`src/rtl/nes_button_events.sv`:
```
// nes_button_events
//   Turns valid 8-bit NES button samples into a stream of press / release /
//   auto-repeat events. Each accepted sample is scanned one slot per cycle.
//   Slots 0..7 cover buttons 0..7. Slot 8 holds the optional repeat event.
//   Events are queued in a small FIFO that has a ready/valid output.
//
// Configuration macro: NES_EVENTS_REPEAT_EN
//   defined   -> repeat tracker and slot 8 are built
//   undefined -> no repeat tracker; REPEAT_DELAY / REPEAT_RATE are ignored
//
// Ports
//   clk            : clock, rising edge
//   i_rst_n        : synchronous active-low reset
//   i_valid        : one-cycle strobe, i_buttons holds a new sample
//   i_buttons[7:0] : 1 = pressed (A,B,Select,Start,Up,Down,Left,Right)
//   o_event_valid  : FIFO not empty
//   i_event_ready  : consumer accepts the head event
//   o_event_button : button index of the head event
//   o_event_kind   : 0 press, 1 release, 2 repeat
//   o_buttons_held : last accepted sample
//   o_busy         : scanner active, new samples are dropped
//   o_overflow     : sticky, a sample was dropped
module nes_button_events #(
  parameter int REPEAT_DELAY = 30,
  parameter int REPEAT_RATE  = 6,
  parameter int FIFO_DEPTH   = 4
) (
  input  logic       clk,
  input  logic       i_rst_n,
  input  logic       i_valid,
  input  logic [7:0] i_buttons,
  output logic       o_event_valid,
  input  logic       i_event_ready,
  output logic [2:0] o_event_button,
  output logic [1:0] o_event_kind,
  output logic [7:0] o_buttons_held,
  output logic       o_busy,
  output logic       o_overflow
);

  localparam int PW = (FIFO_DEPTH > 1) ? $clog2(FIFO_DEPTH) : 1;
  localparam int CW = PW + 1;

  localparam logic [1:0] KIND_PRESS   = 2'd0;
  localparam logic [1:0] KIND_RELEASE = 2'd1;

  typedef enum logic [1:0] {
    ST_IDLE = 2'd0,
    ST_SCAN = 2'd1,
    ST_RPT  = 2'd2
  } state_t;

  state_t         r_state;
  state_t         w_state_nxt;
  logic [2:0]     r_slot;
  logic [7:0]     r_press_mask;
  logic [7:0]     r_rel_mask;
  logic [7:0]     r_held;
  logic           r_overflow;

  logic [4:0]     r_mem [FIFO_DEPTH];
  logic [PW-1:0]  r_wptr;
  logic [PW-1:0]  r_rptr;
  logic [CW-1:0]  r_count;

  logic           w_accept;
  logic [7:0]     w_new_press;
  logic [7:0]     w_new_rel;
  logic           w_need_push;
  logic [4:0]     w_push_data;
  logic           w_full;
  logic           w_stall;
  logic           w_push;
  logic           w_pop;
  logic           w_not_empty;
  logic [4:0]     w_head;

  assign w_accept    = i_valid && (r_state == ST_IDLE);
  assign w_new_press = i_buttons & ~r_held;
  assign w_new_rel   = ~i_buttons & r_held;

  assign w_full      = (r_count == CW'(FIFO_DEPTH));
  assign w_not_empty = (r_count != {CW{1'b0}});
  // A pop in the same cycle cannot free a slot for the push: fullness is
  // taken from the registered count only.
  assign w_stall     = w_need_push && w_full;
  assign w_push      = w_need_push && !w_full;
  assign w_pop       = w_not_empty && i_event_ready;
  assign w_head      = r_mem[r_rptr];

`ifdef NES_EVENTS_REPEAT_EN
  localparam logic [1:0] KIND_REPEAT = 2'd2;

  logic       r_rpt_active;
  logic [2:0] r_rpt_btn;
  logic [7:0] r_rpt_cnt;
  logic       r_fire;

  // Highest set bit wins when several buttons go down in the same sample.
  function automatic logic [2:0] f_highest(input logic [7:0] mask);
    logic [2:0] idx;
    idx = 3'd0;
    for (int i = 0; i < 8; i++) begin
      if (mask[i]) begin
        idx = 3'(i);
      end
    end
    return idx;
  endfunction

  // Repeat tracker, evaluated once per accepted sample
  always_ff @(posedge clk) begin
    if (!i_rst_n) begin
      r_rpt_active <= 1'b0;
      r_rpt_btn    <= 3'd0;
      r_rpt_cnt    <= 8'd0;
      r_fire       <= 1'b0;
    end else if (w_accept) begin
      if (w_new_press != 8'd0) begin
        r_rpt_btn    <= f_highest(w_new_press);
        r_rpt_cnt    <= 8'(REPEAT_DELAY);
        r_rpt_active <= 1'b1;
        r_fire       <= 1'b0;
      end else if (r_rpt_active && i_buttons[r_rpt_btn]) begin
        // Counter reaching zero fires and reloads, so it never wraps.
        if (r_rpt_cnt <= 8'd1) begin
          r_fire    <= 1'b1;
          r_rpt_cnt <= 8'(REPEAT_RATE);
        end else begin
          r_fire    <= 1'b0;
          r_rpt_cnt <= r_rpt_cnt - 8'd1;
        end
      end else begin
        r_rpt_active <= 1'b0;
        r_fire       <= 1'b0;
      end
    end
  end
`else
  logic w_unused_cfg;
  assign w_unused_cfg = (REPEAT_DELAY != 0) ^ (REPEAT_RATE != 0);
`endif

  // State register, slot counter, sample latch and overflow flag
  always_ff @(posedge clk) begin
    if (!i_rst_n) begin
      r_state      <= ST_IDLE;
      r_slot       <= 3'd0;
      r_press_mask <= 8'd0;
      r_rel_mask   <= 8'd0;
      r_held       <= 8'd0;
      r_overflow   <= 1'b0;
    end else begin
      r_state <= w_state_nxt;
      if (w_accept) begin
        r_slot       <= 3'd0;
        r_press_mask <= w_new_press;
        r_rel_mask   <= w_new_rel;
        r_held       <= i_buttons;
      end else if ((r_state == ST_SCAN) && !w_stall && (r_slot != 3'd7)) begin
        r_slot <= r_slot + 3'd1;
      end
      if (i_valid && (r_state != ST_IDLE)) begin
        r_overflow <= 1'b1;
      end
    end
  end

  // Next-state logic
  always_comb begin
    w_state_nxt = r_state;
    case (r_state)
      ST_IDLE: begin
        if (w_accept) begin
          w_state_nxt = ST_SCAN;
        end else begin
          w_state_nxt = ST_IDLE;
        end
      end
      ST_SCAN: begin
        if (w_stall) begin
          w_state_nxt = ST_SCAN;
        end else if (r_slot == 3'd7) begin
`ifdef NES_EVENTS_REPEAT_EN
          w_state_nxt = ST_RPT;
`else
          w_state_nxt = ST_IDLE;
`endif
        end else begin
          w_state_nxt = ST_SCAN;
        end
      end
      ST_RPT: begin
        if (w_stall) begin
          w_state_nxt = ST_RPT;
        end else begin
          w_state_nxt = ST_IDLE;
        end
      end
      default: w_state_nxt = ST_IDLE;
    endcase
  end

  // Output logic: the event the current slot wants to push
  always_comb begin
    w_need_push = 1'b0;
    w_push_data = 5'd0;
    case (r_state)
      ST_SCAN: begin
        if (r_rel_mask[r_slot]) begin
          w_need_push = 1'b1;
          w_push_data = {r_slot, KIND_RELEASE};
        end else if (r_press_mask[r_slot]) begin
          w_need_push = 1'b1;
          w_push_data = {r_slot, KIND_PRESS};
        end else begin
          w_need_push = 1'b0;
          w_push_data = 5'd0;
        end
      end
      ST_RPT: begin
`ifdef NES_EVENTS_REPEAT_EN
        if (r_fire) begin
          w_need_push = 1'b1;
          w_push_data = {r_rpt_btn, KIND_REPEAT};
        end else begin
          w_need_push = 1'b0;
          w_push_data = 5'd0;
        end
`else
        w_need_push = 1'b0;
        w_push_data = 5'd0;
`endif
      end
      default: begin
        w_need_push = 1'b0;
        w_push_data = 5'd0;
      end
    endcase
  end

  // Event FIFO storage, pointers and occupancy
  always_ff @(posedge clk) begin
    if (!i_rst_n) begin
      for (int i = 0; i < FIFO_DEPTH; i++) begin
        r_mem[i] <= 5'd0;
      end
      r_wptr  <= {PW{1'b0}};
      r_rptr  <= {PW{1'b0}};
      r_count <= {CW{1'b0}};
    end else begin
      if (w_push) begin
        r_mem[r_wptr] <= w_push_data;
        r_wptr        <= r_wptr + PW'(1);
      end
      if (w_pop) begin
        r_rptr <= r_rptr + PW'(1);
      end
      case ({w_push, w_pop})
        2'b10:   r_count <= r_count + CW'(1);
        2'b01:   r_count <= r_count - CW'(1);
        default: r_count <= r_count;
      endcase
    end
  end

  // Event fields read as zero while the FIFO is empty.
  assign o_event_valid  = w_not_empty;
  assign o_event_button = w_not_empty ? w_head[4:2] : 3'd0;
  assign o_event_kind   = w_not_empty ? w_head[1:0] : 2'd0;
  assign o_buttons_held = r_held;
  assign o_busy         = (r_state != ST_IDLE);
  assign o_overflow     = r_overflow;

endmodule

```
`config.mk`:
```
export PLATFORM = sky130hd
export DESIGN_NAME = nes_button_events
export DESIGN_NICKNAME = d
export VERILOG_FILES = /design/src/rtl/nes_button_events.sv
export SDC_FILE = /design/constraint.sdc
export NUM_CORES = 1
export LEC_CHECK = 0
export CAP_MARGIN = 20
export CORE_AREA = 2 2 77 79
export CTS_CLUSTER_SIZE = 10
export DETAILED_ROUTE_END_ITERATION = 7
export DIE_AREA = 0 0 79 81
export PLACE_DENSITY = 0.63
export RECOVER_POWER = 50
export SYNTH_ARGS = -nofsm -noshare
export SYNTH_HDL_FRONTEND = slang
export SYNTH_SLANG_ARGS = --single-unit
```
`constraint.sdc`:
```
create_clock -name clk -period 6.4 [get_ports clk]
set_clock_uncertainty 0.15 [all_clocks]
set_input_delay 1.28 -clock clk [delete_from_list [all_inputs] [get_ports clk]]
set_output_delay 1.28 -clock clk [all_outputs]
set_load 0.01 [all_outputs]
```
==> results of run 1 <==
[worst paths after layout]
kind                                 start          to  cells past startpoint
worst min register to register  r_state[1]  r_state[0]                      1
worst max register to register   r_slot[1]  r_count[2]                     11
worst min-delay path            r_state[1]  r_state[0]                      1
worst max-delay path             r_slot[1]  r_count[2]                     11
[where the power goes]
group	switching, mW	internal [mW]	leakage [nW]
Sequential	0.00669	0.368	0.482
Combinational	0.0238	0.0236	0.609
Clock	0.104	0.156	0.0654
[per-stage QoR]
step | cells | power (mW)
floorplan | 239 | 0.4089
global placement | 330 | 0.4294
detailed placement | 331 | 0.4327
CTS | 339 | 0.6935
global route | 339 | 0.7113
finish | 339 | 0.6827
[placed cells by master (no fill, tap or decap), drive strengths merged, types with 4 or more instances in the layout]
master,n
inv,16
nor2,20
mux4,6
dfxtp,39
clkdlybuf4s50,15
o21ai,12
clkbuf,6
mux2i,4
nand2,50
mux2,4
or2,4
edfxtp,16
a32o,8
dlygate4sd3,11
a21oi,6
and3,8
and2,6
[per-layer routing]
metal  global-route usage [%]  part of all wire [%]
met4                    4.138                  0.80
met5                        0                     0
met3                    3.667                   3.0
met2                    24.15                    49
met1                    16.86                    47
[state kept, by name, indices dropped and copies added, names as in the netlist, named ones only]
register / flops
r_mem: 16
r_rel_mask: 8
o_buttons_held: 8
r_count: 3
o_overflow: 1
r_rptr: 2
r_press_mask: 8
r_wptr: 2
r_state: 2
r_slot: 3
[cell families after synthesis]
group	count (synthesis)	share of synthesized area, %
compound gates	31	8.985
buf+inv	26	4.599
xor+xnor	4	1.480
fa+ha+maj	4	2.431
other cells	1	0.1584
flops	55	53.28
simple gates	103	19.77
mux	14	9.302
[final cells by class]
class | count | share of cell area, %
multi-input combinational | 158 | 35.29
clock inverter | 2 | 2.117
tap | 75 | 3.308
sequential | 55 | 44.46
clock buffer | 6 | 2.558
inverter | 16 | 2.117
timing repair buffer | 27 | 10.15
==> parameters.txt, run 1 <==
Parameter                              Value

Pwr
  Worst vdd ir ... 0.1817 mV
  Power density over the cells ... 240.7 mW/mm²
  Pleak ... 1.156 nW

Clock network
  Clock sinks ... 55
  TritonCTS clock tree ... done
  Count of cells resized by post-cts repair ... 0
  Maximum buffer depth of the clock tree ... 2
  CTS clk-pin slew, worst paths ... 0.09 ns
  Root Buffer ... clkbuf_8
  Number of buffers added to fix hold violations after cts ... 0
  Number of buffers created by CTS ... 5
  Post-CTS setup buffer count ... 0
  Skew-Pair Late Insertion Delay ... 0.30 ns
  H-tree Lvls ... 2

Critical path
  Critical Path Start Type ... flip-flop
  Sort of element at the end of the critical path ... flip-flop
  Ordered list of cells on the worst path ... mux2_1 -> or4b_1 -> o211a_2 -> and2_0 -> inv_1 -> ha_1 -> inv_1 -> fa_1 -> xor2_1 -> or3_1 -> a21oi_1
  Endpoint required time on the critical path ... 6.49 ns
  CP most frequent cell ... inv_1
  Kind of cell with the highest combined delay on the critical path ... simple AND/OR/NAND/NOR gates
  Cell with the largest stage delay on the worst path ... dfxtp_1
  Biggest cell delay along the critical path ... 0.64 ns
  Worst reg-to-reg setup slack ... 2.72 ns
  Type of the setup path with the least slack ... flip-flop to flip-flop
  Maximum fanout along the worst path ... 12
  Sum of buffers and inverters on the critical path ... 2
  CP Data Arrival Time ... 3.77 ns

Drt
  Router iterations before antenna repair ... 4
  Routed wire length ... 4.016 mm
  Routed len/inst ... 11.85 µm
  Drt initial violations ... 57
  Count of antenna-violating nets left after detailed routing ... 0
  Vias ... 1646
  Remaining routing DRC violations ... 0
  Post-DR vias/cell ... 4.855

Placed design
  Final weighted congestion in routability-driven placement ... 0.7762
  Detailed placer's ending HPWL ... 2.953 mm
  Worst Setup Slack post-DPL ... 2.758 ns
  Post-placement cell area ... 0.002708 mm²
  Number of buffer cells added on primary ports ... 26

Timing
  Number of pins exceeding their max-slew limit in the final report ... 0
  Setup tns final ... 0 ns
  Number of hold-slack violations in the final timing report ... 0
  Minimum clock period after layout ... 3.682 ns
  Number of endpoints failing setup at the final stage ... 0
  Post-route clock period utilization ... 57.53%
  Maximum clock frequency ... 0.2716 GHz
  Post-Route Hold Slack ... 0.3078 ns
  Headroom to the max-slew limit ... 42.14%
  Unrepaired setup endpoints after global routing ... no
  Worst-Margin Slew ... 0.8680 ns
  Worst setup slack after layout ... 2.718 ns

Logic synthesis
  Largest area contributor in the netlist ... dfxtp_1
  Post-synthesis register bit count ... 55
  Cell types with the highest counts after synthesis ... nand2_1 (50), dfxtp_1 (39), nor2_1 (20), edfxtp_1 (16), inv_1 (16)
  Share of flip-flops with an asynchronous set or reset ... 0%
  Number of library cell types mapped by synthesis ... 35
  Proportion of netlist area held by the largest area contributor ... 32.98%
  Yosys Warn Count ... 0
  Number of flops mapped to enable cells by yosys ... 16
  Dominant register cell in the synthesized netlist ... dfxtp_1
  Post-synthesis cell count ... 238
  Most numerous cell in the Yosys netlist ... nand2_1
  Synthesized area per cell ... 9.947 µm²
  Top area cells in the synthesized netlist ... dfxtp_1 (33%), edfxtp_1 (20%), nand2_1 (7.9%), mux4_2 (5.7%), a32o_1 (3.4%)
  Post-synthesis instance area ... 0.002367 mm²
  Part of the Yosys area used for sequential elements ... 53.28%

Floorplan
  Top-level port count ... 28
  Floorplan Core Area ... 0.005675 mm²
  Die ar. ... 0.006399 mm²
  FP Rows ... 28
  Die extent in x ... 79 µm
  Initial core utilization ... 41.71%
  Vert. Die Dim ... 81 µm

GRT
  Combined global-route utilization of all metal layers ... 13.83%
  Antenna violations before repair ... 0
  Wire length of the first global-routing pass ... 6.975 mm
  Via count of the first global-routing pass ... 1537
  Overflow after GRT ... 0
  Largest net degree at the start of global routing ... 23

Finish
  Cell area after layout ... 0.002836 mm²
  Layout overhead on the synthesized area ... 19.82%
  Number of nets in the finished design ... 279
  Register Area ... 0.001261 mm²
  Post-layout utilization of the core ... 49.98%
  Ant diodes ... 0
  Number of fill cells in the layout ... 553
  Area used by multi-input combinational logic ... 0.001001 mm²
  Ratio of cells with drive above 1 in the final layout ... 7.955%

Status
  Result of the run ... completed

Hold path
  Worst Hold Class ... flip-flop to flip-flop

Run
  Max-cap check violation count ... 0
Power figures use the tool's default switching activity.
==> run 2: changes to the inputs <==
--- a/config.mk
+++ b/config.mk
@@ -10,7 +10,7 @@
 export CTS_CLUSTER_SIZE = 10
 export DETAILED_ROUTE_END_ITERATION = 7
 export DIE_AREA = 0 0 79 81
-export PLACE_DENSITY = 0.63
+export PLACE_DENSITY = 0.65
 export RECOVER_POWER = 50
 export SYNTH_ARGS = -nofsm -noshare
 export SYNTH_HDL_FRONTEND = slang
==> constraint.sdc (replaced) <==
create_clock -name clk -period 3.2 [get_ports clk]
set_clock_uncertainty 0.15 [all_clocks]
set_input_delay 0.64 -clock clk [delete_from_list [all_inputs] [get_ports clk]]
set_output_delay 0.64 -clock clk [all_outputs]
set_load 0.01 [all_outputs]
==> run 2 against run 1 <==
Via count is 2.1% higher; utilization rose by 0.68 points; combinational power up 110%; routed wire length rose by 10%; clock-buffer cell count grew 1; critical endpoint unchanged; final cell count is 1.8% higher; non-clock buffer count rose by 6; register-to-register slack worse by 2.6 ns.
==> parameters.txt, run 2 (synthesis gave the netlist of run 1 again) <==
Parameter                              Value

Floorplan
  Vert. Die Dim ... 81 µm (unchanged)
  Top-level port count ... 28 (unchanged)
  Floorplan Core Area ... 0.005675 mm² (unchanged)
  Die extent in x ... 79 µm (unchanged)
  Die ar. ... 0.006399 mm² (unchanged)
  FP Rows ... 28 (unchanged)
  Initial core utilization ... 41.71% (unchanged)

GRT
  Largest net degree at the start of global routing ... 31 (+35%)
  Overflow after GRT ... 0 (unchanged)
  Antenna violations before repair ... 0 (unchanged)
  Via count of the first global-routing pass ... 1612 (+4.9%)
  Combined global-route utilization of all metal layers ... 14.91% (+1.1 points)
  Wire length of the first global-routing pass ... 7.417 mm (+6.3%)

Finish
  Register with the most flip-flops ... r_mem
  Number of flip-flops in the largest register ... 16 (unchanged)
  Number of nets in the finished design ... 285 (+2.2%)
  Cell area after layout ... 0.002875 mm² (+1.4%)
  Ant diodes ... 0 (unchanged)
  Number of fill cells in the layout ... 538 (-2.7%)
  Most frequent cells in the layout ... nand2_1 (50), dfxtp_1 (38), nor2_1 (20)
  Most common library cell in the layout ignoring fill and taps ... nand2_1
  Final std cells w/o fill ... 345 (+1.8%)
  Ratio of cells with drive above 1 in the final layout ... 12.22% (+4.3 points)
  Layout overhead on the synthesized area ... 21.46%

Critical path
  Critical Path Source ... r_slot[1]
  Endpoint required time on the critical path ... 3.29 ns (-3.20 ns)
  Maximum fanout along the worst path ... 6 (-6)
  FF-to-FF Start ... r_slot[1]
  Sort of element at the end of the critical path ... flip-flop
  Critical Path Start Type ... flip-flop
  CP Data Arrival Time ... 3.20 ns (-0.57 ns)
  Type of the setup path with the least slack ... flip-flop to flip-flop

Placed design
  Placed cells ... 337 (+1.8%)
  Final weighted congestion in routability-driven placement ... 0.8184 (+5.4%)
  Detailed placer's ending HPWL ... 3.223 mm (+9.1%)
  Post-placement cell area ... 0.002733 mm² (+0.92%)
  Number of buffer cells added on primary ports ... 26 (unchanged)
  Worst Setup Slack post-DPL ... 0.03271 ns (-2.725 ns)

Pwr
  Switching Share ... 21.58% (+1.8 points)
  Overall Power ... 1.316 mW (+93%)
  Clock share of power ... 35.7% (-2.5 points)
  Sequential Power Share ... 56.9% (+2.0 points)
  Pleak ... 1.177 nW (+1.8%)
  Power density over the cells ... 457.6 mW/mm² (+90%)
  Internal portion of total power ... 1.032 mW (+88%)
  Combinational Power Share ... 7.4% (+0.4 points)
  Net Switching ... 283.9 µW (+110%)
  Worst vdd ir ... 0.2154 mV (+19%)

Run
  Max-cap check violation count ... 0 (unchanged)

Clock network
  Root Buffer ... clkbuf_8
  TritonCTS clock tree ... done
  Number of buffers created by CTS ... 5 (unchanged)
  Skew-Pair Late Insertion Delay ... 0.31 ns (about the same)
  H-tree Lvls ... 2 (unchanged)
  Clock sinks ... 55 (unchanged)
  CTS clk-pin slew, worst paths ... 0.10 ns (about the same)
  Number of buffers added to fix hold violations after cts ... 0 (unchanged)
  Maximum buffer depth of the clock tree ... 2 (unchanged)

Hold path
  Worst Hold Class ... flip-flop to flip-flop
  Beginning of the worst hold path ... r_state[1]

Timing
  Worst setup slack after layout ... 0.09575 ns (-2.622 ns)
  Post-route clock period utilization ... 97.01% (+39 points)
  Post-Route Hold Slack ... 0.2926 ns (-0.01514 ns)
  Number of hold-slack violations in the final timing report ... 0 (unchanged)
  Number of endpoints failing setup at the final stage ... 0 (unchanged)
  Minimum clock period after layout ... 3.104 ns (-0.5779 ns)
  Number of pins exceeding their max-slew limit in the final report ... 0 (unchanged)
  Maximum clock frequency ... 0.3221 GHz (+19%)
  Headroom to the max-slew limit ... 51.59% (+9.5 points)
  Worst-Margin Slew ... 0.7200 ns (-0.1479 ns)

Drt
  Router iterations before antenna repair ... 4 (unchanged)
  Vias ... 1680 (+2.1%)
  Drt initial violations ... 76 (+33%)
  Remaining routing DRC violations ... 0 (unchanged)
  Post-DR vias/cell ... 4.870 (+0.29%)
  Count of antenna-violating nets left after detailed routing ... 0 (unchanged)
  Routed wire length ... 4.428 mm (+10%)
  Routed len/inst ... 12.83 µm (+8.3%)

Status
  Result of the run ... completed
run 2: what timing repair did:
action | 4_1_cts | 5_1_grt
endpoints found under the setup margin | 1 | 1
gates resized for setup | 1 | 4
setup buffers | 0 | 0
run 2: layout make-up:
type	count	area, µm²	area share [%]
Tap cell	75	93.84	3.264
Inverter	16	60.06	2.089
Timing Repair Buffer	33	312.8	10.88
Multi-Input combinational cell	158	1017	35.38
Clock buffer	7	118.9	4.134
Sequential cell	55	1265	43.99
Clock inverter	1	7.507	0.2611
run 2: power by group through the flow:
stage,Combinational (mW),Clock [mW],Sequential (mW)
floorplan,0.0534,0,0.764
CTS,0.0995,0.481,0.750
global route,0.109,0.508,0.752
global placement,0.0963,0,0.766
finish,0.0980,0.469,0.749
detailed placement,0.0987,0,0.766
run 2: path summary, 6_finish.rpt:
check / end / slack (ns) / depth (start not counted)
setup / recovery: r_count[2] / 0.1 / 11
hold / removal: r_state[0] / 0.29 / 1
hold reg to reg: r_state[0] / 0.29 / 1
setup reg to reg: r_count[2] / 0.1 / 11
run 2: worst max-delay path: stages (launching register included):
cell and delay (ns):
dfxtp_4 0.39, mux2_1 0.33, or4b_1 0.54, o211a_4 0.19, and2_1 0.17, inv_1 0.08, ha_2 0.18, inv_1 0.06
fa_2 0.35, xor2_1 0.15, or3_1 0.31, a21oi_1 0.15
run 2: metal layers:
metal  share of wire, %  global-route usage, %  up-vias
li1                   -                      -      875
met1                 44                  17.62      774
met2                 52                  26.95       26
met3                3.5                  3.778        5
met4               0.90                  4.138        0
met5                  0                      0        -
run 2: stage by stage:
step           util (%)  TNS (ns)
2_1_floorplan         -         0
3_3_place_gp      48.15         0
3_5_place_dp      48.15         0
4_1_cts           50.40         0
5_1_grt           50.66  -0.01011
6_report          50.66         0
